[config.mk]
export PLATFORM = sky130hd
export DESIGN_NAME = param_service_unit
export DESIGN_NICKNAME = d
export VERILOG_FILES = /design/src/rtl/param_service_unit_pkg.sv /design/src/rtl/psu_prio_encoder.sv /design/src/rtl/param_service_unit.sv
export SDC_FILE = /design/constraint.sdc
export NUM_CORES = 1
export LEC_CHECK = 0
export BUFFER_PORTS_ARGS = -buffer_cell sky130_fd_sc_hd__buf_2
export CAP_MARGIN = 20
export CORE_UTILIZATION = 59
export CTS_BUF_LIST = sky130_fd_sc_hd__clkbuf_8
export DETAILED_ROUTE_END_ITERATION = 7
export MAX_ROUTING_LAYER = met4
export PLACE_DENSITY = 0.84
export SLEW_MARGIN = 30
export SYNTH_ARGS = -nofsm -noshare
export SYNTH_HDL_FRONTEND = slang
export SYNTH_SLANG_ARGS = --single-unit
[constraint.sdc]
create_clock -name HCLK -period 4.9 [get_ports HCLK]
set_input_delay 0.245 -clock HCLK [delete_from_list [all_inputs] [get_ports HCLK]]
set_output_delay 0.245 -clock HCLK [all_outputs]
set_load 0.05 [all_outputs]
[src/rtl/param_service_unit_pkg.sv]
// Shared definitions for the parameter service unit: register map, ACK layout and FSM states.
package param_service_unit_pkg;

    localparam logic [31:0] OFF_ENABLE  = 32'h00;
    localparam logic [31:0] OFF_PENDING = 32'h04;
    localparam logic [31:0] OFF_ACK     = 32'h08;
    localparam logic [31:0] OFF_MODE    = 32'h0C;
    localparam logic [31:0] OFF_SET     = 32'h10;
    localparam logic [31:0] OFF_CLEAR   = 32'h14;

    localparam int ACK_VLD_BIT = 31;

    typedef enum logic {
        ST_IDLE    = 1'b0,
        ST_SERVING = 1'b1
    } psu_state_e;

    typedef enum logic [2:0] {
        REG_ENABLE,
        REG_PENDING,
        REG_ACK,
        REG_MODE,
        REG_SET,
        REG_CLEAR,
        REG_NONE
    } psu_reg_e;

    // Exact word-offset match; unaligned or out-of-map addresses decode to REG_NONE.
    function automatic psu_reg_e decode_reg(input logic [31:0] addr);
        case (addr)
            OFF_ENABLE:  return REG_ENABLE;
            OFF_PENDING: return REG_PENDING;
            OFF_ACK:     return REG_ACK;
            OFF_MODE:    return REG_MODE;
            OFF_SET:     return REG_SET;
            OFF_CLEAR:   return REG_CLEAR;
            default:     return REG_NONE;
        endcase
    endfunction

endpackage

[src/rtl/psu_prio_encoder.sv]
// Highest-index priority encoder: reports the topmost set request line and whether any is set.
module psu_prio_encoder #(
    parameter int NUM_LINES = 32,
    parameter int ID_W      = 5
) (
    input  logic [NUM_LINES-1:0] req_i,
    output logic [ID_W-1:0]      id_o,
    output logic                 valid_o
);

    // Ascending scan so the last hit, the highest index, wins.
    always_comb begin
        id_o = '0;
        for (int i = 0; i < NUM_LINES; i++) begin
            if (req_i[i]) begin
                id_o = ID_W'(i);
            end
        end
    end

    assign valid_o = |req_i;

endmodule

[src/rtl/param_service_unit.sv]
// APB-mapped event service unit: latches enabled line events as pending bits and
// hands them to software one at a time, highest line first, through a read-to-clear ACK.
module param_service_unit
    import param_service_unit_pkg::*;
#(
    parameter int APB_ADDR_WIDTH = 12,
    parameter int NUM_LINES      = 32,
    parameter int ID_W           = 5
) (
    input  logic                      HCLK,
    input  logic                      HRESET,
    input  logic [APB_ADDR_WIDTH-1:0] PADDR,
    input  logic [31:0]               PWDATA,
    input  logic                      PWRITE,
    input  logic                      PSEL,
    input  logic                      PENABLE,
    output logic [31:0]               PRDATA,
    output logic                      PREADY,
    output logic                      PSLVERR,
    input  logic [NUM_LINES-1:0]      signal_i,
    output logic                      irq_o
);

    logic [NUM_LINES-1:0] enable_q;
    logic [NUM_LINES-1:0] mode_q;
    logic [NUM_LINES-1:0] pending_q;
    logic [NUM_LINES-1:0] pending_d;
    logic [NUM_LINES-1:0] sig_q;
    psu_state_e           state_q;
    logic [ID_W-1:0]      ack_id_q;

    logic                 access;
    psu_reg_e             reg_sel;
    logic                 bad_access;
    logic                 wr_en;
    logic                 rd_en;
    logic                 ack_read;
    logic [31:0]          ack_word;
    logic [31:0]          rdata;
    logic [NUM_LINES-1:0] wdata;
    logic [NUM_LINES-1:0] edge_det;
    logic [NUM_LINES-1:0] hw_set;
    logic [NUM_LINES-1:0] set_bits;
    logic [NUM_LINES-1:0] clr_bits;
    logic [NUM_LINES-1:0] capture_mask;
    logic [ID_W-1:0]      top_id;
    logic                 any_pending;
    logic                 unused_wdata;

    assign access       = PSEL & PENABLE;
    assign reg_sel      = decode_reg(32'(PADDR));
    assign wdata        = PWDATA[NUM_LINES-1:0];
    assign unused_wdata = ^PWDATA;

    // SET/CLEAR are write-only, ACK is read-only; anything else off-map is an error.
    always_comb begin
        bad_access = 1'b0;
        case (reg_sel)
            REG_NONE:           bad_access = 1'b1;
            REG_SET, REG_CLEAR: bad_access = ~PWRITE;
            REG_ACK:            bad_access = PWRITE;
            default:            bad_access = 1'b0;
        endcase
    end

    assign wr_en    = access & PWRITE & ~bad_access;
    assign rd_en    = access & ~PWRITE & ~bad_access;
    assign ack_read = rd_en & (reg_sel == REG_ACK) & (state_q == ST_SERVING);

    assign PREADY  = 1'b1;
    assign PSLVERR = access & bad_access & ~HRESET;

    always_comb begin
        ack_word = '0;
        if (state_q == ST_SERVING) begin
            ack_word[ACK_VLD_BIT] = 1'b1;
            ack_word[ID_W-1:0]    = ack_id_q;
        end
    end

    always_comb begin
        rdata = '0;
        if (rd_en && !HRESET) begin
            case (reg_sel)
                REG_ENABLE:  rdata = 32'(enable_q);
                REG_PENDING: rdata = 32'(pending_q);
                REG_ACK:     rdata = ack_word;
                REG_MODE:    rdata = 32'(mode_q);
                default:     rdata = '0;
            endcase
        end
    end

    assign PRDATA = rdata;

    assign edge_det = signal_i & ~sig_q;
    assign hw_set   = enable_q & ((mode_q & edge_det) | (~mode_q & signal_i));
    assign set_bits = (wr_en && reg_sel == REG_SET)   ? wdata : '0;
    assign clr_bits = (wr_en && reg_sel == REG_CLEAR) ? wdata : '0;

    psu_prio_encoder #(
        .NUM_LINES (NUM_LINES),
        .ID_W      (ID_W)
    ) u_prio (
        .req_i   (pending_q),
        .id_o    (top_id),
        .valid_o (any_pending)
    );

    // The line handed to ACK leaves PENDING in the same cycle it is captured.
    assign capture_mask = (state_q == ST_IDLE && any_pending) ?
                          (NUM_LINES'(1) << top_id) : '0;

    always_comb begin
        if (wr_en && reg_sel == REG_PENDING) begin
            pending_d = wdata;
        end else begin
            pending_d = ((pending_q | hw_set | set_bits) & ~clr_bits) & ~capture_mask;
        end
    end

    always_ff @(posedge HCLK or posedge HRESET) begin
        if (HRESET) begin
            enable_q  <= '0;
            mode_q    <= '0;
            pending_q <= '0;
            sig_q     <= '0;
        end else begin
            sig_q     <= signal_i;
            pending_q <= pending_d;
            if (wr_en && reg_sel == REG_ENABLE) begin
                enable_q <= wdata;
            end
            if (wr_en && reg_sel == REG_MODE) begin
                mode_q <= wdata;
            end
        end
    end

    always_ff @(posedge HCLK or posedge HRESET) begin
        if (HRESET) begin
            state_q  <= ST_IDLE;
            ack_id_q <= '0;
        end else begin
            case (state_q)
                ST_IDLE: begin
                    if (any_pending) begin
                        state_q  <= ST_SERVING;
                        ack_id_q <= top_id;
                    end
                end
                ST_SERVING: begin
                    if (ack_read) begin
                        state_q  <= ST_IDLE;
                        ack_id_q <= '0;
                    end
                end
                default: begin
                    state_q  <= ST_IDLE;
                    ack_id_q <= '0;
                end
            endcase
        end
    end

    assign irq_o = (|pending_q) | (state_q == ST_SERVING);

endmodule

Yosys cells after proc, flatten, opt, wreduce, memory -nomap -nowiden
Index checks and enable logic that the tools add are counted.
Widths: inputs -> output; s select.
{"block": "word_totals", "regBits": 134, "input_bits": 81, "output_inout_bits": 35, "word_cells": 107}
{"block": "op_classes", "n_eq_ne": 13, "shifts": 1, "muxes": 47, "bitwise": 27, "reduce_logical": 13}
{"op": "$and 32x32->32", "n": 6}
{"op": "$mux 32", "n": 5}
{"op": "$not 32->32", "n": 4}
{"op": "$pmux 32 s4", "n": 1}
{"op": "$or 32x32->32", "n": 3}
{"op": "$mux 5", "n": 19}
{"op": "$mux 4", "n": 8}
{"op": "$reduce_or 32->1", "n": 1}
{"op": "$shl 1x5->32 const A", "n": 1}
{"op": "$eq 12x4->1 const B", "n": 2}
{"op": "$eq 12x5->1 const B", "n": 2}
{"op": "$pmux 3 s6", "n": 1}
{"op": "$eq 12x3->1 const B", "n": 1}
{"op": "$logic_not 12->1", "n": 1}
{"op": "$mux 3", "n": 4}
{"op": "$pmux 5 s2", "n": 1}
{"op": "$and 1x1->1", "n": 9}
{"op": "$eq 3x3->1 const B", "n": 3}
{"op": "$logic_and 1x1->1", "n": 7}
{"op": "$eq 3x2->1 const B", "n": 2}
{"op": "$mux 1", "n": 4}
{"op": "$mux 2", "n": 2}
{"op": "$not 1->1", "n": 4}
{"op": "$eq 3x1->1 const B", "n": 1}
{"op": "9 further kinds", "n": 9}

Depth between registers and ports, before layout
{"block": "depth", "word_depth": 36, "ltp_mapped": 8, "depth_no_buf": 6}

By module
From an unflattened synthesis, not the netlist that was laid out.
{"block": "unflattened", "hier_cells": 721, "area_unflattened_um2": 7209.4}
{"mod": "param_service_unit", "n_inst": 1, "cells_each": 659, "area_per_inst_um2": 6842.8}
{"mod": "psu_prio_encoder", "n_inst": 1, "cells_each": 62, "area_per_inst_um2": 366.6}

Worst setup path before layout
Ideal clock, no wire load.
{"block": "synth_timing", "path_kind": "input to output", "startpoint": "in PADDR[10]", "endpoint": "out PRDATA[1]", "arrival_time_ns": 2.337, "required_time_ns": 4.655, "path_slack_ns": 2.318, "cell_stages": 6, "n_path_buf": 2, "path_cell_list": "nor4_4 > nand3_4 > or4_1 > clkbuf_1 > buf_2 > a21oi_1"}
{"block": "synth_via", "elab_chain_len": 9, "word_cells_on_any_way": 21, "classes_between": "11 x eq/ne; 4 x mux; 2 x bitwise; 4 x reduce/logical"}
{"item": "start: declaration", "line": "param_service_unit.sv:12", "source": "input logic [APB_ADDR_WIDTH-1:0] PADDR,"}
{"item": "$eq 12x5->1, or another cell as far along", "line": "param_service_unit_pkg.sv:30", "source": "case (addr)"}
{"item": "$pmux 3 s6 (*)", "line": "param_service_unit_pkg.sv:30"}
{"item": "$eq 3x3->1", "line": "param_service_unit.sv:58", "source": "case (reg_sel)"}
{"item": "$reduce_or 2->1", "line": "param_service_unit.sv:58"}
{"item": "$pmux 1 s3", "line": "param_service_unit.sv:58"}
{"item": "$not 1->1", "line": "param_service_unit.sv:67", "source": "assign rd_en = access & ~PWRITE & ~bad_access;"}
{"item": "$and 1x1->1", "line": "param_service_unit.sv:67"}
{"item": "$logic_and 1x1->1", "line": "param_service_unit.sv:83", "source": "if (rd_en && !HRESET) begin"}
{"item": "$mux 32 (*)", "line": "param_service_unit.sv:83"}
{"item": "end: declaration", "line": "param_service_unit.sv:17", "source": "output logic [31:0] PRDATA,"}
Every way passes the cells marked *; elsewhere a longest branch is shown, timed or not.

Final worst setup path
{"block": "layout_timing", "startpoint": "in PADDR[10]", "endpoint": "out PRDATA[31]"}
Same word-level chain as after synthesis.

==> out/metrics.cfg <==
[outcome]
outcome = completed

[clock_tree]
path_clk_slew_ns = 0.07
htreeDepth = 4
clk_path_buf_depth = 2
clk-insertion-delay-late_ns = 0.45
cts_tree = yes
cts.sinks = 134
cts_inserted_buffers = 17
cts-resized-gates = 0
cts_root_buf = clkbuf_8

[sta]
worstMarginPinSlew_ns = 0.956
setup_violations = 0
finalClockSkew_ns = 0.0122
finalCritPeriodShare = 0.587
fin_setup_tns_ns = 0
finalHoldViolCount = 0
period_needed_ns = 2.88
fmax_mhz = 348
rsz0062_at_grt = no
final_max_slew_viol_count = 0
slew_headroom = 0.357

[synth]
synth_edf_count = 0
ys.flop_type = dfrtp_1
seq_area_frac_synth = 0.488
avgSynthCellArea_um2 = 10.6
ys_async_sr_fraction = 1.00
synthesis.nets = 731
syn_inst = 650
ys_types = 63
yosys_warnings = 0
synth_area_leaders = dfrtp_1 (49%), mux2_2 (10%), nand2_1 (5.3%), a222oi_1 (4.5%), a21oi_1 (3.5%)
synth-seq-cells = 134
yosysTopAreaCell = dfrtp_1
synth_top_area_share = 0.488
syn_area_um2 = 6870

[die]
start_util = 0.604
core_area_um2 = 11400
pin_count = 116
fp.dieW_um = 110
row_count = 39
die_h_um = 110
die_area_um2 = 12100

[worst_setup_path]
critical_path_arrival_ns = 2.63
endpoint_kind = output pin
worstPathRequired_ns = 4.66
path_common_cell = buf_2
cp_slowest_cell = nor3_4
cp_max_fo = 17
crit_type = in2out
start_kind = input pin
crit_chain = buf_2, nor4_4, nand3_4, nor3_4, buf_4, a22oi_1, a21oi_1, buf_2
worst-path-buf-inv = 3
slowest_delay_ns = 0.67
path_delay_family = simple AND/OR/NAND/NOR gates

[pwr]
p_int_mw = 1.70
switching_share = 0.252
p_leak_nw = 3.73
pwr-share-comb = 0.098
vdd_drop_max_v = 0.000210
p_clk_frac = 0.396
powerDensity_nw_per_um2 = 275
switchingPower_mw = 0.572
seqPwrFrac = 0.506

[global_route]
grt_usage = 0.348
grt_max_degree = 78
grt_pass1_vias = 6063
grt.overflow.total = 0
grt_antenna_before_repair = 0
grt_pass1_wl_um = 30400

[cells_and_area]
final_cell_mix = dfrtp_1 (134), buf_2 (114), nand2_1 (97)
mostFrequentLayoutCell = dfrtp_1
seqCellArea_um2 = 3350
final_nets = 871
multi_input_area_um2 = 3300
antenna_cells = 0
drive_above_1_share = 0.307
fin_cells = 945
syn2layout_area_growth_pct = 20.1
nFillCells = 801

[detailed_routing]
wl_per_cell_um = 20.4
drt-total-wl_um = 19300
avgViaCountPerCell = 6.54
drc = 0
postRouteAntennaNets = 0
dr.pass1.iters = 8
drt_iter0_drc = 687
via_count = 6185

[job]
drv_cap = 0

[place]
place.gp.congestion = 0.922
dp_cells = 882
dpl.hpwl_um = 13200
port_buffers = 114

[min_path]
hold_path_class = in2async

==> cell usage after synthesis (5+ instances only) <==
cell type / count
a22o_1: 7
buf_2: 20
o21ai_0: 7
mux2_2: 63
nor4_2: 5
o221ai_1: 23
a31oi_1: 8
a222oi_1: 31
a21oi_1: 48
a22oi_1: 28
inv_1: 13
nor4_4: 5
nor2_1: 53
dfrtp_1: 134
nand3_1: 6
nand2_1: 97
nor3_1: 14
clkbuf_1: 10
==> state kept, by name, indices dropped and copies added, names as in the netlist <==
register and cells:
ack_id_q 5, enable_q 32, sig_q 32, state_q 1, mode_q 32, pending_q 32
==> worst register-to-register path, stage by stage (launching register included) <==
cell and delay (ns):
dfrtp_1 0.50, nor2_1 0.07, a221o_1 0.38, a2111oi_4 0.43
o221ai_2 0.23, nor3_2 0.64, a22oi_1 0.19
==> power groups by stage <==
stage	Sequential, mW	Combinational (mW)	Clock [mW]
finish	1.15	0.221	0.898
global route	1.15	0.241	0.953
CTS	1.15	0.219	0.909
detailed placement	1.17	0.199	0
global placement	1.17	0.193	0
floorplan	1.16	0.114	0
==> final cells by class <==
cell class              instances  area share
repair buffers                157       0.119
clock inverters                11      0.0134
inverters                      13     0.00622
flip-flops and latches        134       0.407
clock buffers                  20      0.0334
multi-input cells             467       0.400
well taps                     143      0.0217
==> worst paths after layout <==
path	cells after the start	startpoint	slack (ns)	endpoint
max in group asynchronous	3	HRESET	4.39	enable_q[20]$_DFFE_PP0P_
min reg2reg	1	ack_id_q[1]$_DFFE_PP0P_	0.50	ack_id_q[1]$_DFFE_PP0P_
max reg2reg	6	pending_q[9]$_DFF_PP0_	2.29	pending_q[31]$_DFF_PP0_
max	8	PADDR[10]	2.02	PRDATA[31]
min in group HCLK	3	PWDATA[14]	0.06	pending_q[14]$_DFF_PP0_
min	3	HRESET	0.009	ack_id_q[2]$_DFFE_PP0P_
==> logic make-up (layout without fill, tap and decap cells) <==
kind of cell	after synthesis	in the layout	synth area share
compound gates	187	187	0.210
buf+inv	49	201	0.0346
flops	134	134	0.488
mux	66	66	0.108
other cells	1	1	0.000546
simple gates	213	213	0.159
==> stage by stage <==
step / util / setup WS, ns / hold slack [ns] / area [um^2] / total power [mW]
floorplan: - / 1.07 / 0.276 / 6870 / 1.27
global placement: 0.661 / 1.84 / 0.368 / 7510 / 1.36
detailed placement: 0.663 / 2.11 / 0.368 / 7540 / 1.37
CTS: 0.725 / 2.11 / 0.0443 / 8240 / 2.27
global route: 0.725 / 1.90 / 0.0597 / 8250 / 2.34
finish: 0.725 / 2.02 / 0.00879 / 8250 / 2.27
==> metal layers <==
layer	vias up	track usage	routed length (um)
met1	3020	0.426	7700
met2	351	0.557	9510
met3	44	0.0877	1720
li1	2770	-	-
met4	0	0.133	370
met5	-	-	0
==> repair_timing <==
action                                 in CTS  in global routing
endpoints found under the hold margin      32                  0
hold buffers                               32                  0
setup buffers                               0                  0
(Power assumes the default switching activity.)
